[src/rtl/acc_pkg.sv]
// ---------------------------------------------------------------------------
// acc_pkg
//   Shared definitions for frame_accumulator.
//   - acc_state_e : FSM states (ST_ACC collects samples, ST_HOLD presents result)
//   - CNT_W       : width of the per-frame sample counter (NFRAME <= 2**16-1)
//   - ACC_W_MAX   : widest accumulator sat_add can handle (NACC must be < this)
//   - sat_add     : saturating add; returns {clamped, sum}, sum clamped at
//                   2**nacc-1 and clamped=1 whenever the clamp was applied.
// ---------------------------------------------------------------------------
package acc_pkg;

    localparam int ACC_W_MAX = 32;
    localparam int CNT_W     = 16;

    typedef enum logic [0:0] {
        ST_ACC  = 1'b0,
        ST_HOLD = 1'b1
    } acc_state_e;

    // Saturating add of a zero-extended sample onto an accumulator that is
    // nacc bits wide. Operands arrive zero-extended to ACC_W_MAX bits.
    function automatic logic [ACC_W_MAX:0] sat_add(
        input logic [ACC_W_MAX-1:0] acc,
        input logic [ACC_W_MAX-1:0] smp,
        input int unsigned          nacc
    );
        logic [ACC_W_MAX:0] sum;
        logic [ACC_W_MAX:0] lim;
        sum = {1'b0, acc} + {1'b0, smp};
        lim = ({{ACC_W_MAX{1'b0}}, 1'b1} << nacc) - {{ACC_W_MAX{1'b0}}, 1'b1};
        if (sum > lim) begin
            return {1'b1, lim[ACC_W_MAX-1:0]};
        end else begin
            return {1'b0, sum[ACC_W_MAX-1:0]};
        end
    endfunction

endpackage

[src/rtl/frame_accumulator.sv]
// ---------------------------------------------------------------------------
// frame_accumulator
//   Sums NFRAME unsigned NX-bit samples per frame into a saturating NACC-bit
//   accumulator and presents the frame total plus a sticky overflow flag on a
//   valid/ready output port. While a result is held the input is stalled.
//
//   Optional feature macro: ACC_MINMAX_EN
//     When defined, o_out_min/o_out_max report the smallest/largest sample
//     of each frame, registered together with o_out_sum.
//
// Parameters
//   NX      sample width (unsigned)
//   NFRAME  samples per frame, 1 .. 2**16-1
//   NACC    accumulator/output width, NX <= NACC < 32
//
// Ports
//   i_clk        clock, rising edge
//   i_rst_n      asynchronous active-low reset
//   i_clr        synchronous clear, abandons the current frame and any
//                pending result
//   i_in_data    input sample
//   i_in_valid   input sample valid
//   o_in_ready   block accepts a sample this cycle
//   o_out_sum    frame total (saturated)
//   o_out_ovf    frame total saturated
//   o_out_valid  o_out_sum/o_out_ovf valid
//   i_out_ready  downstream takes the result
//   o_out_min    (ACC_MINMAX_EN) smallest sample of the frame
//   o_out_max    (ACC_MINMAX_EN) largest sample of the frame
// ---------------------------------------------------------------------------
module frame_accumulator #(
    parameter int unsigned NX     = 8,
    parameter int unsigned NFRAME = 16,
    parameter int unsigned NACC   = 16
)(
    input  logic            i_clk,
    input  logic            i_rst_n,
    input  logic            i_clr,
    input  logic [NX-1:0]   i_in_data,
    input  logic            i_in_valid,
    output logic            o_in_ready,
    output logic [NACC-1:0] o_out_sum,
    output logic            o_out_ovf,
    output logic            o_out_valid,
    input  logic            i_out_ready
`ifdef ACC_MINMAX_EN
    ,
    output logic [NX-1:0]   o_out_min,
    output logic [NX-1:0]   o_out_max
`endif
);

    import acc_pkg::*;

    acc_state_e         r_state;
    acc_state_e         w_state_nx;
    logic               r_rdy_en;
    logic [NACC-1:0]    r_acc;
    logic [CNT_W-1:0]   r_count;
    logic               r_ovf;

    logic [ACC_W_MAX:0] w_sat;
    logic [NACC-1:0]    w_sum_sat;
    logic               w_clamp;
    logic               w_sat_unused;
    logic               w_in_ready;
    logic               w_accept;
    logic               w_last;
    logic               w_handshake;

    // rdy_en keeps the input stalled for the first cycle after reset release
    assign w_in_ready  = r_rdy_en & (r_state == ST_ACC);
    assign w_accept    = i_in_valid & w_in_ready;
    assign w_last      = (r_count == CNT_W'(NFRAME - 1));
    assign w_handshake = o_out_valid & i_out_ready;
    assign o_in_ready  = w_in_ready;

    assign w_sat        = sat_add(ACC_W_MAX'(r_acc), ACC_W_MAX'(i_in_data), NACC);
    assign w_sum_sat    = w_sat[NACC-1:0];
    assign w_clamp      = w_sat[ACC_W_MAX];
    // upper bits are zero by construction of the clamp
    assign w_sat_unused = ^w_sat[ACC_W_MAX-1:NACC];

`ifdef ACC_MINMAX_EN
    logic [NX-1:0] r_min_trk;
    logic [NX-1:0] r_max_trk;
    logic [NX-1:0] w_min_nx;
    logic [NX-1:0] w_max_nx;

    // Candidate min/max including the sample currently on the input
    always_comb begin
        w_min_nx = r_min_trk;
        w_max_nx = r_max_trk;
        if (i_in_data < r_min_trk) begin
            w_min_nx = i_in_data;
        end else begin
            w_min_nx = r_min_trk;
        end
        if (i_in_data > r_max_trk) begin
            w_max_nx = i_in_data;
        end else begin
            w_max_nx = r_max_trk;
        end
    end
`endif

    // Next-state logic; clear always returns to accumulating
    always_comb begin
        w_state_nx = r_state;
        if (i_clr) begin
            w_state_nx = ST_ACC;
        end else begin
            case (r_state)
                ST_ACC: begin
                    if (w_accept && w_last) begin
                        w_state_nx = ST_HOLD;
                    end else begin
                        w_state_nx = ST_ACC;
                    end
                end
                ST_HOLD: begin
                    if (w_handshake) begin
                        w_state_nx = ST_ACC;
                    end else begin
                        w_state_nx = ST_HOLD;
                    end
                end
                default: w_state_nx = ST_ACC;
            endcase
        end
    end

    // State, accumulator, counter and output registers
    always_ff @(posedge i_clk or negedge i_rst_n) begin
        if (!i_rst_n) begin
            r_state     <= ST_ACC;
            r_rdy_en    <= 1'b0;
            r_acc       <= {NACC{1'b0}};
            r_count     <= {CNT_W{1'b0}};
            r_ovf       <= 1'b0;
            o_out_sum   <= {NACC{1'b0}};
            o_out_ovf   <= 1'b0;
            o_out_valid <= 1'b0;
`ifdef ACC_MINMAX_EN
            r_min_trk   <= {NX{1'b1}};
            r_max_trk   <= {NX{1'b0}};
            o_out_min   <= {NX{1'b0}};
            o_out_max   <= {NX{1'b0}};
`endif
        end else begin
            r_rdy_en <= 1'b1;
            r_state  <= w_state_nx;
            if (i_clr) begin
                // a sample offered in the clear cycle is dropped on purpose
                r_acc       <= {NACC{1'b0}};
                r_count     <= {CNT_W{1'b0}};
                r_ovf       <= 1'b0;
                o_out_valid <= 1'b0;
`ifdef ACC_MINMAX_EN
                r_min_trk   <= {NX{1'b1}};
                r_max_trk   <= {NX{1'b0}};
                o_out_min   <= {NX{1'b0}};
                o_out_max   <= {NX{1'b0}};
`endif
            end else if (w_accept) begin
                r_acc   <= w_sum_sat;
                r_count <= r_count + {{(CNT_W-1){1'b0}}, 1'b1};
                r_ovf   <= r_ovf | w_clamp;
`ifdef ACC_MINMAX_EN
                r_min_trk <= w_min_nx;
                r_max_trk <= w_max_nx;
`endif
                if (w_last) begin
                    o_out_sum   <= w_sum_sat;
                    o_out_ovf   <= r_ovf | w_clamp;
                    o_out_valid <= 1'b1;
`ifdef ACC_MINMAX_EN
                    o_out_min   <= w_min_nx;
                    o_out_max   <= w_max_nx;
`endif
                end
            end else if (w_handshake) begin
                // result consumed: start a fresh frame
                o_out_valid <= 1'b0;
                r_acc       <= {NACC{1'b0}};
                r_count     <= {CNT_W{1'b0}};
                r_ovf       <= 1'b0;
`ifdef ACC_MINMAX_EN
                r_min_trk   <= {NX{1'b1}};
                r_max_trk   <= {NX{1'b0}};
`endif
            end
        end
    end

endmodule
[config.mk]
export PLATFORM = sky130hd
export DESIGN_NAME = frame_accumulator
export DESIGN_NICKNAME = d
export VERILOG_FILES = /design/src/rtl/acc_pkg.sv /design/src/rtl/frame_accumulator.sv
export SDC_FILE = /design/constraint.sdc
export NUM_CORES = 1
export LEC_CHECK = 0
export BUFFER_PORTS_ARGS = -buffer_cell sky130_fd_sc_hd__buf_2
export CORE_UTILIZATION = 53
export CTS_BUF_LIST = sky130_fd_sc_hd__clkbuf_4 sky130_fd_sc_hd__clkbuf_8
export DETAILED_ROUTE_END_ITERATION = 16
export HOLD_SLACK_MARGIN = 0.08
export PLACE_DENSITY = 0.76
export SETUP_SLACK_MARGIN = 0.15
export SYNTH_ARGS = -nofsm -noshare
export SYNTH_HDL_FRONTEND = slang
export SYNTH_SLANG_ARGS = --single-unit
[constraint.sdc]
create_clock -name i_clk -period 2.15 [get_ports i_clk]
set_input_delay 0.215 -clock i_clk [delete_from_list [all_inputs] [get_ports i_clk]]
set_output_delay 0.215 -clock i_clk [all_outputs]
set_load 0.05 [all_outputs]
==> results of run 1 <==
metal layers:
layer	track usage, %	vias up
met1	36.2	1250
met3	5.29	9
met5	0	-
met4	9.47	0
li1	-	1246
met2	44.5	72
cells by family (layout without fill, tap and decap cells):
| logic type | after synthesis | count (layout) | synth area share, % |
|---|---|---|---|
| adders and majority gates | 10 | 10 | 4.62 |
| and+or+nand+nor | 111 | 111 | 19.0 |
| DFF | 53 | 53 | 46.2 |
| xor gates and xnor gates | 9 | 9 | 2.75 |
| buffers and inverters | 24 | 78 | 3.66 |
| AOI/OAI and AO/OA | 102 | 102 | 21.9 |
| other | 1 | 1 | 0.131 |
| muxes | 4 | 4 | 1.61 |
metrics by stage:
step	power [W]	hold slack, ns
after floorplan	0.00119	-0.0806
after global placement	0.00128	0.265
after detailed placement	0.00128	0.267
after CTS	0.00205	0.0991
after global routing	0.00213	0.0998
final	0.00205	0.109
timing repair:
| item | 4_1_cts | 5_1_grt |
|---|---|---|
| setup buffers | 6 | 3 |
| cloned | 1 | 0 |
| setup endpoints to repair | 34 | 36 |
| pin swaps | 25 | 13 |
| gates resized for setup | 40 | 27 |
| hold endpoints to repair | 26 | 0 |
| hold buffers | 1 | 0 |
worst max path at each step:
stage / endpoint / slack (ns) / depth (start not counted)
3_3_place_gp: o_out_sum[14] / -0.12 / 9
4_1_cts: o_out_sum[14] / -0.14 / 9
6_report: o_out_sum[14] / -0.16 / 9
2_1_floorplan: o_out_sum[14] / -0.14 / 9
5_1_grt: o_out_sum[14] / -0.24 / 9
3_5_place_dp: o_out_sum[14] / -0.17 / 9
placed cells by master (no fill, tap or decap), types with 2 or more instances in the layout:
master and n:
ha_1 8, nand4_1 9, xnor2_1 4, xor2_1 5, dfrtp_1 53, o21ai_2 7
a31oi_4 3, or3_1 2, buf_2 31, buf_6 3, and3_1 5, o21ai_0 22
a31oi_1 7, a21oi_4 3, and2_1 2, a22o_1 4, nor4_1 4, mux2_4 2
a21o_1 9, o31ai_1 2, nor2_4 5, buf_4 26, inv_1 6, nand2_2 2
nor2_1 26, nand3_1 8, nand2b_1 2, a21oi_2 11, mux2i_1 2, a21oi_1 13
buf_12 2, clkbuf_8 6, nand2_1 31, o211ai_1 4, o21ai_1 5
registers in the layout, indices dropped and copies added, names as in the netlist:
register	count
o_out_sum	16
r_acc	16
r_count	16
o_out_ovf	1
o_out_valid	1
r_ovf	1
r_rdy_en	1
r_state	1
layout make-up:
type / count / area share (%)
inverters: 7 / 0.710
well taps: 70 / 2.37
clock inverters: 1 / 0.811
repair buffers: 63 / 11.7
clock buffers: 7 / 2.43
multi-input cells: 237 / 46.1
flip-flops and latches: 53 / 35.8
power by group through the flow:
| stage | Clock (W) | Combinational [W] | Sequential (W) |
|---|---|---|---|
| floorplan | 0 | 0.000155 | 0.00104 |
| global placement | 0 | 0.000237 | 0.00104 |
| detailed placement | 0 | 0.000244 | 0.00104 |
| CTS | 0.000745 | 0.000285 | 0.00102 |
| global route | 0.000771 | 0.000338 | 0.00102 |
| finish | 0.000721 | 0.000310 | 0.00102 |
==> impl_metrics.env, run 1 <==
export IMPL_intPower_w=0.00153
export IMPL_numCtsBuffers=5
export IMPL_utilization_pct=71.6
export IMPL_met1_length_um=3120
export IMPL_r2r_start="r_acc[0]"
export IMPL_tns_ns=-0.639
export IMPL_antenna_left=0
export IMPL_vias=2577
export IMPL_crit_type="reg -> reg"
export IMPL_slowest_delay_ns=0.37
export IMPL_area_delta_synth_final_pct=29.1
export IMPL_p_leak_nw=1.74
export IMPL_arrival_ns=2.51
export IMPL_dpl_worst_slack_ns=-0.168
export IMPL_cap_violations=0
export IMPL_seqCellArea_mm2=0.00133
export IMPL_syn_inst=314
export IMPL_status="finished, violations left"
export IMPL_rsz0062_at_grt="yes"
export IMPL_fp_dieW_um=75.6
export IMPL_io_buffers=31
export IMPL_cts_sinks=53
export IMPL_yosys_cell_count_top_type="dfrtp_1"
export IMPL_regToRegEndpoint="o_out_sum[14]"
export IMPL_switchingPower_w=0.000523
export IMPL_whs_endpoint="r_state"
export IMPL_path_cells="ha_2, inv_2, fa_2, nand2b_4, a21o_1, a21oi_2, and3_4, mux2_4, mux2_4"
export IMPL_synth_seq_cells=53
export IMPL_dpl_cell_area_mm2=0.00322
export IMPL_wl_um=7100
export IMPL_ys_seq_area_share_pct=46.2
export IMPL_vdd_drop_max_uv=440
export IMPL_gp_congestion=0.861
export IMPL_violations="negative setup slack"
export IMPL_drt_first_pass_iters=5
export IMPL_ys_types=51
export IMPL_synthesis_nets=337
export IMPL_path_common_cell="mux2_4"
export IMPL_grt_pass1_vias=2487
export IMPL_fillCellCount=361
export IMPL_seq_power_share_pct=49.7
export IMPL_reg2reg_depth=9
export IMPL_top_layer="met4"
export IMPL_wl_per_cell_um=16.2
export IMPL_synth_avg_cell_area_um2=9.13
export IMPL_globalRouteOverflowTotal=0
export IMPL_slew_violations=0
export IMPL_grt_pass1_wl_um=11600
export IMPL_post_synth_top_area_cell="dfrtp_1"
export IMPL_synth_common_cells="dfrtp_1, nand2_1, o21ai_0"
export IMPL_p_clk_share_pct=35.2
export IMPL_ys_flop_type="dfrtp_1"
export IMPL_start_kind="flip-flop"
export IMPL_insertion_delay_ns=0.31
export IMPL_cts_clk_slew_worst_paths_ns=0.10
export IMPL_slew_headroom_pct=57.9
export IMPL_num_nets_final=390
export IMPL_dr_wl_met3_um=308
export IMPL_drc=0
export IMPL_dp_hpwl_um=4560
export IMPL_met2_length_um=3580
export IMPL_skew_ns=0.00654
export IMPL_clock_fmax_ghz=0.432
export IMPL_tightest_slew_ns=0.632
export IMPL_grt_total_usage_pct=27.1
export IMPL_crit_slowest_cell="dfrtp_1"
export IMPL_multi_input_area_mm2=0.00171
export IMPL_crit_start="r_acc[0]"
export IMPL_htree_levels=2
export IMPL_cts_root_buf="clkbuf_8"
export IMPL_coreArea_mm2=0.00517
export IMPL_yosysWarnings=0
export IMPL_die_area_mm2=0.00571
export IMPL_critPathMaxFanout=3
export IMPL_rows=26
export IMPL_pin_count=32
export IMPL_dp_cells=419
export IMPL_setup_violations=10
export IMPL_hp_class="in -> reg"
export IMPL_path_buf_inv=1
export IMPL_start_util_pct=55.4
export IMPL_crit_family="multiplexers"
export IMPL_ff2ff_setup_slack_ns=-0.16
export IMPL_worst_slack_ns=-0.162
export IMPL_synthArstFlopShare_pct=100
export IMPL_finalCritPeriodShare_pct=108
export IMPL_antenna_cells=0
export IMPL_drt_iter0_markers=199
export IMPL_critical_path_required_ns=2.35
export IMPL_hp_start="i_clr"
export IMPL_end_kind="flip-flop"
export IMPL_viasPerCell=5.88
export IMPL_synth_top_cells_by_area="dfrtp_1, o21ai_0, nand2_1"
export IMPL_synth_edff_count=0
export IMPL_fin_crit_ns=2.31
export IMPL_p_comb_share_pct=15.1
export IMPL_worstHoldPathCells=2
export IMPL_fin_area_mm2=0.00370
export IMPL_die_h_um=75.6
export IMPL_hold_violations=0
export IMPL_cellPowerDensity_mw_per_mm2=554
export IMPL_syn_area_mm2=0.00287
export IMPL_switching_share_pct=25.5
export IMPL_clockBufferDepth=2
export IMPL_grt_max_degree=28
export IMPL_instances_no_fill=438
export IMPL_cts_tree="built"
export IMPL_drive_gt1_share_pct=33.2
export IMPL_antenna_found_initial=0
export IMPL_yosysTopAreaCellShare_pct=46.2
No activity file was read; power rests on OpenSTA's default activity.
==> run 2: changes to the inputs <==
--- a/config.mk
+++ b/config.mk
@@ -6,6 +6,7 @@
 export NUM_CORES = 1
 export LEC_CHECK = 0
 export BUFFER_PORTS_ARGS = -buffer_cell sky130_fd_sc_hd__buf_2
+export CORE_ASPECT_RATIO = 0.5
 export CORE_UTILIZATION = 53
 export CTS_BUF_LIST = sky130_fd_sc_hd__clkbuf_4 sky130_fd_sc_hd__clkbuf_8
 export DETAILED_ROUTE_END_ITERATION = 16
==> constraint.sdc (replaced) <==
create_clock -name i_clk -period 2.15 [get_ports i_clk]
set_input_delay 0.215 -clock i_clk [delete_from_list [all_inputs] [get_ports i_clk]]
set_output_delay 0.215 -clock i_clk [all_outputs]
set_load 0.02 [all_outputs]
==> run 2 against run 1 <==
  * The flow still finishes with violations (negative setup slack)
  * Cell area shrank 0.68%
  * Critical path depth is the same
  * Cell count grew 1.1%
  * Power shrank 4.1%
  * Sequential share of layout area grew 0.24 points
==> impl_metrics.env, run 2 (same netlist as run 1, synthesis figures left out) <==
export IMPL_status="finished, violations left"
export IMPL_violations="negative setup slack"
export IMPL_wl_per_cell_um=16.9
export IMPL_cts_root_buf="clkbuf_8"
export IMPL_clock_fmax_ghz=0.430
export IMPL_vias=2671
export IMPL_grt_pass1_vias=2452
export IMPL_crit_family="multiplexers"
export IMPL_p_clk_share_pct=32.3
export IMPL_numCtsBuffers=5
export IMPL_drt_first_pass_iters=5
export IMPL_tns_ns=-2.31
export IMPL_viasPerCell=6.03
export IMPL_antenna_found_initial=0
export IMPL_end_kind="flip-flop"
export IMPL_path_common_cell="mux2_4"
export IMPL_io_buffers=31
export IMPL_seqCellArea_mm2=0.00133
export IMPL_area_delta_synth_final_pct=28.2
export IMPL_path_buf_inv=1
export IMPL_rows=18
export IMPL_finalCritPeriodShare_pct=108
export IMPL_fin_crit_ns=2.33
export IMPL_layout_commonest_cell="dfrtp_1"
export IMPL_gp_congestion=0.834
export IMPL_grt_max_degree=29
export IMPL_start_util_pct=56.6
export IMPL_multi_input_area_mm2=0.00167
export IMPL_cts_sinks=53
export IMPL_slew_violations=0
export IMPL_slowest_delay_ns=0.38
export IMPL_htree_levels=2
export IMPL_antenna_cells=0
export IMPL_die_area_mm2=0.00573
export IMPL_die_h_um=54.0
export IMPL_rsz0062_at_grt="yes"
export IMPL_drt_iter0_markers=196
export IMPL_grt_pass1_wl_um=11400
export IMPL_fillCellCount=343
export IMPL_switchingPower_w=0.000534
export IMPL_pin_count=32
export IMPL_cts_tree="built"
export IMPL_wl_um=7500
export IMPL_critPathMaxFanout=2
export IMPL_coreArea_mm2=0.00507
export IMPL_intPower_w=0.00143
export IMPL_globalRouteOverflowTotal=0
export IMPL_hold_violations=0
export IMPL_antenna_left=0
export IMPL_clockBufferDepth=2
export IMPL_skew_ns=0.0107
export IMPL_crit_slowest_cell="dfrtp_1"
export IMPL_start_kind="flip-flop"
export IMPL_slew_headroom_pct=57.3
export IMPL_drc=0
export IMPL_cts_clk_slew_worst_paths_ns=0.10
export IMPL_p_leak_nw=1.76
export IMPL_layout_common_cells="dfrtp_1, nand2_1, buf_2, buf_4, nor2_1"
export IMPL_crit_type="reg -> reg"
export IMPL_tightest_slew_ns=0.641
export IMPL_num_nets_final=395
export IMPL_insertion_delay_ns=0.32
export IMPL_p_comb_share_pct=15.8
export IMPL_cellPowerDensity_mw_per_mm2=535
export IMPL_worst_slack_ns=-0.176
export IMPL_dp_hpwl_um=4740
export IMPL_hp_class="in -> reg"
export IMPL_seq_power_share_pct=51.9
export IMPL_path_cells="ha_2, inv_2, fa_2, nand2b_4, a21o_1, a21oi_2, and3_4, mux2_4, mux2_4"
export IMPL_top_regs="o_out_sum: 16 flops, r_acc: 16 flops, r_count: 16 flops"
export IMPL_drive_gt1_share_pct=33.8
export IMPL_critical_path_required_ns=2.36
export IMPL_setup_violations=31
export IMPL_vdd_drop_max_uv=296
export IMPL_arrival_ns=2.54
export IMPL_fp_dieW_um=106
export IMPL_cap_violations=0
export IMPL_switching_share_pct=27.2
export IMPL_utilization_pct=72.5
export IMPL_grt_total_usage_pct=26.0
run 2: cell count changes in the layout (fill, tap and decap cells not counted), sizes merged:
| cell | before | now |
|---|---|---|
| buf | 62 | 67 |
| bufinv | 1 | 0 |
| clkinv | 0 | 1 |
run 2: metal layers:
layer	global-route usage, %	wire length (µm)
met4	7.87	95
met3	4.84	434
met1	33.4	3240
met2	46.1	3730
met5	0	0
run 2: worst paths after layout:
| kind | start | endpoint | slack (ns) | depth (start not counted) |
|---|---|---|---|---|
| max in group asynchronous | i_rst_n | r_count[5] | 1.12 | 3 |
| min in group asynchronous | i_rst_n | r_acc[1] | 0.45 | 2 |
| setup / recovery | r_acc[0] | o_out_sum[14] | -0.18 | 9 |
| hold reg to reg | r_acc[2] | r_acc[2] | 0.51 | 2 |
| hold / removal | i_clr | r_state | 0.1 | 2 |
| setup reg to reg | r_acc[0] | o_out_sum[14] | -0.18 | 9 |
run 2: timing repair:
item | in CTS | in global routing
pin swaps | 18 | 18
endpoints found under the hold margin | 25 | 0
buffers inserted | 5 | 7
hold buffers | 1 | 0
resized for setup | 34 | 28
setup endpoints to repair | 35 | 35
run 2: power groups by stage:
stage                     Clock, W  Sequential (W)  Combinational (W)
after floorplan                  0         0.00104           0.000152
after global placement           0         0.00104           0.000240
after detailed placement         0         0.00104           0.000247
after CTS                 0.000639         0.00102           0.000274
after global routing      0.000671         0.00102           0.000338
final                     0.000634         0.00102           0.000311
run 2: area by class of cell:
type | count | share of cell area [%]
Timing Repair Buffer | 68 | 12.7
Tap cell | 70 | 2.38
Sequential cell | 53 | 36.1
Clock inverter | 1 | 0.136
Multi-Input combinational cell | 237 | 45.4
Clock buffer | 7 | 2.62
Inverter | 7 | 0.715
run 2: through the flow:
step	area, µm²	hold WS [ns]	std cells	worst slack, ns	power (W)
global route	3680	0.0922	443	-0.259	0.00203
CTS	3500	0.0876	436	-0.171	0.00193
finish	3680	0.0963	443	-0.176	0.00197
floorplan	2880	-0.0806	314	-0.140	0.00119
global placement	3240	0.253	422	-0.103	0.00128
detailed placement	3240	0.265	422	-0.183	0.00129
run 2: worst register-to-register path: stages, from the launching register on:
cell,delay (ns)
dfrtp_1,0.38
ha_2,0.20
inv_2,0.04
fa_2,0.33
nand2b_4,0.15
a21o_1,0.19
a21oi_2,0.16
and3_4,0.22
mux2_4,0.30
mux2_4,0.26
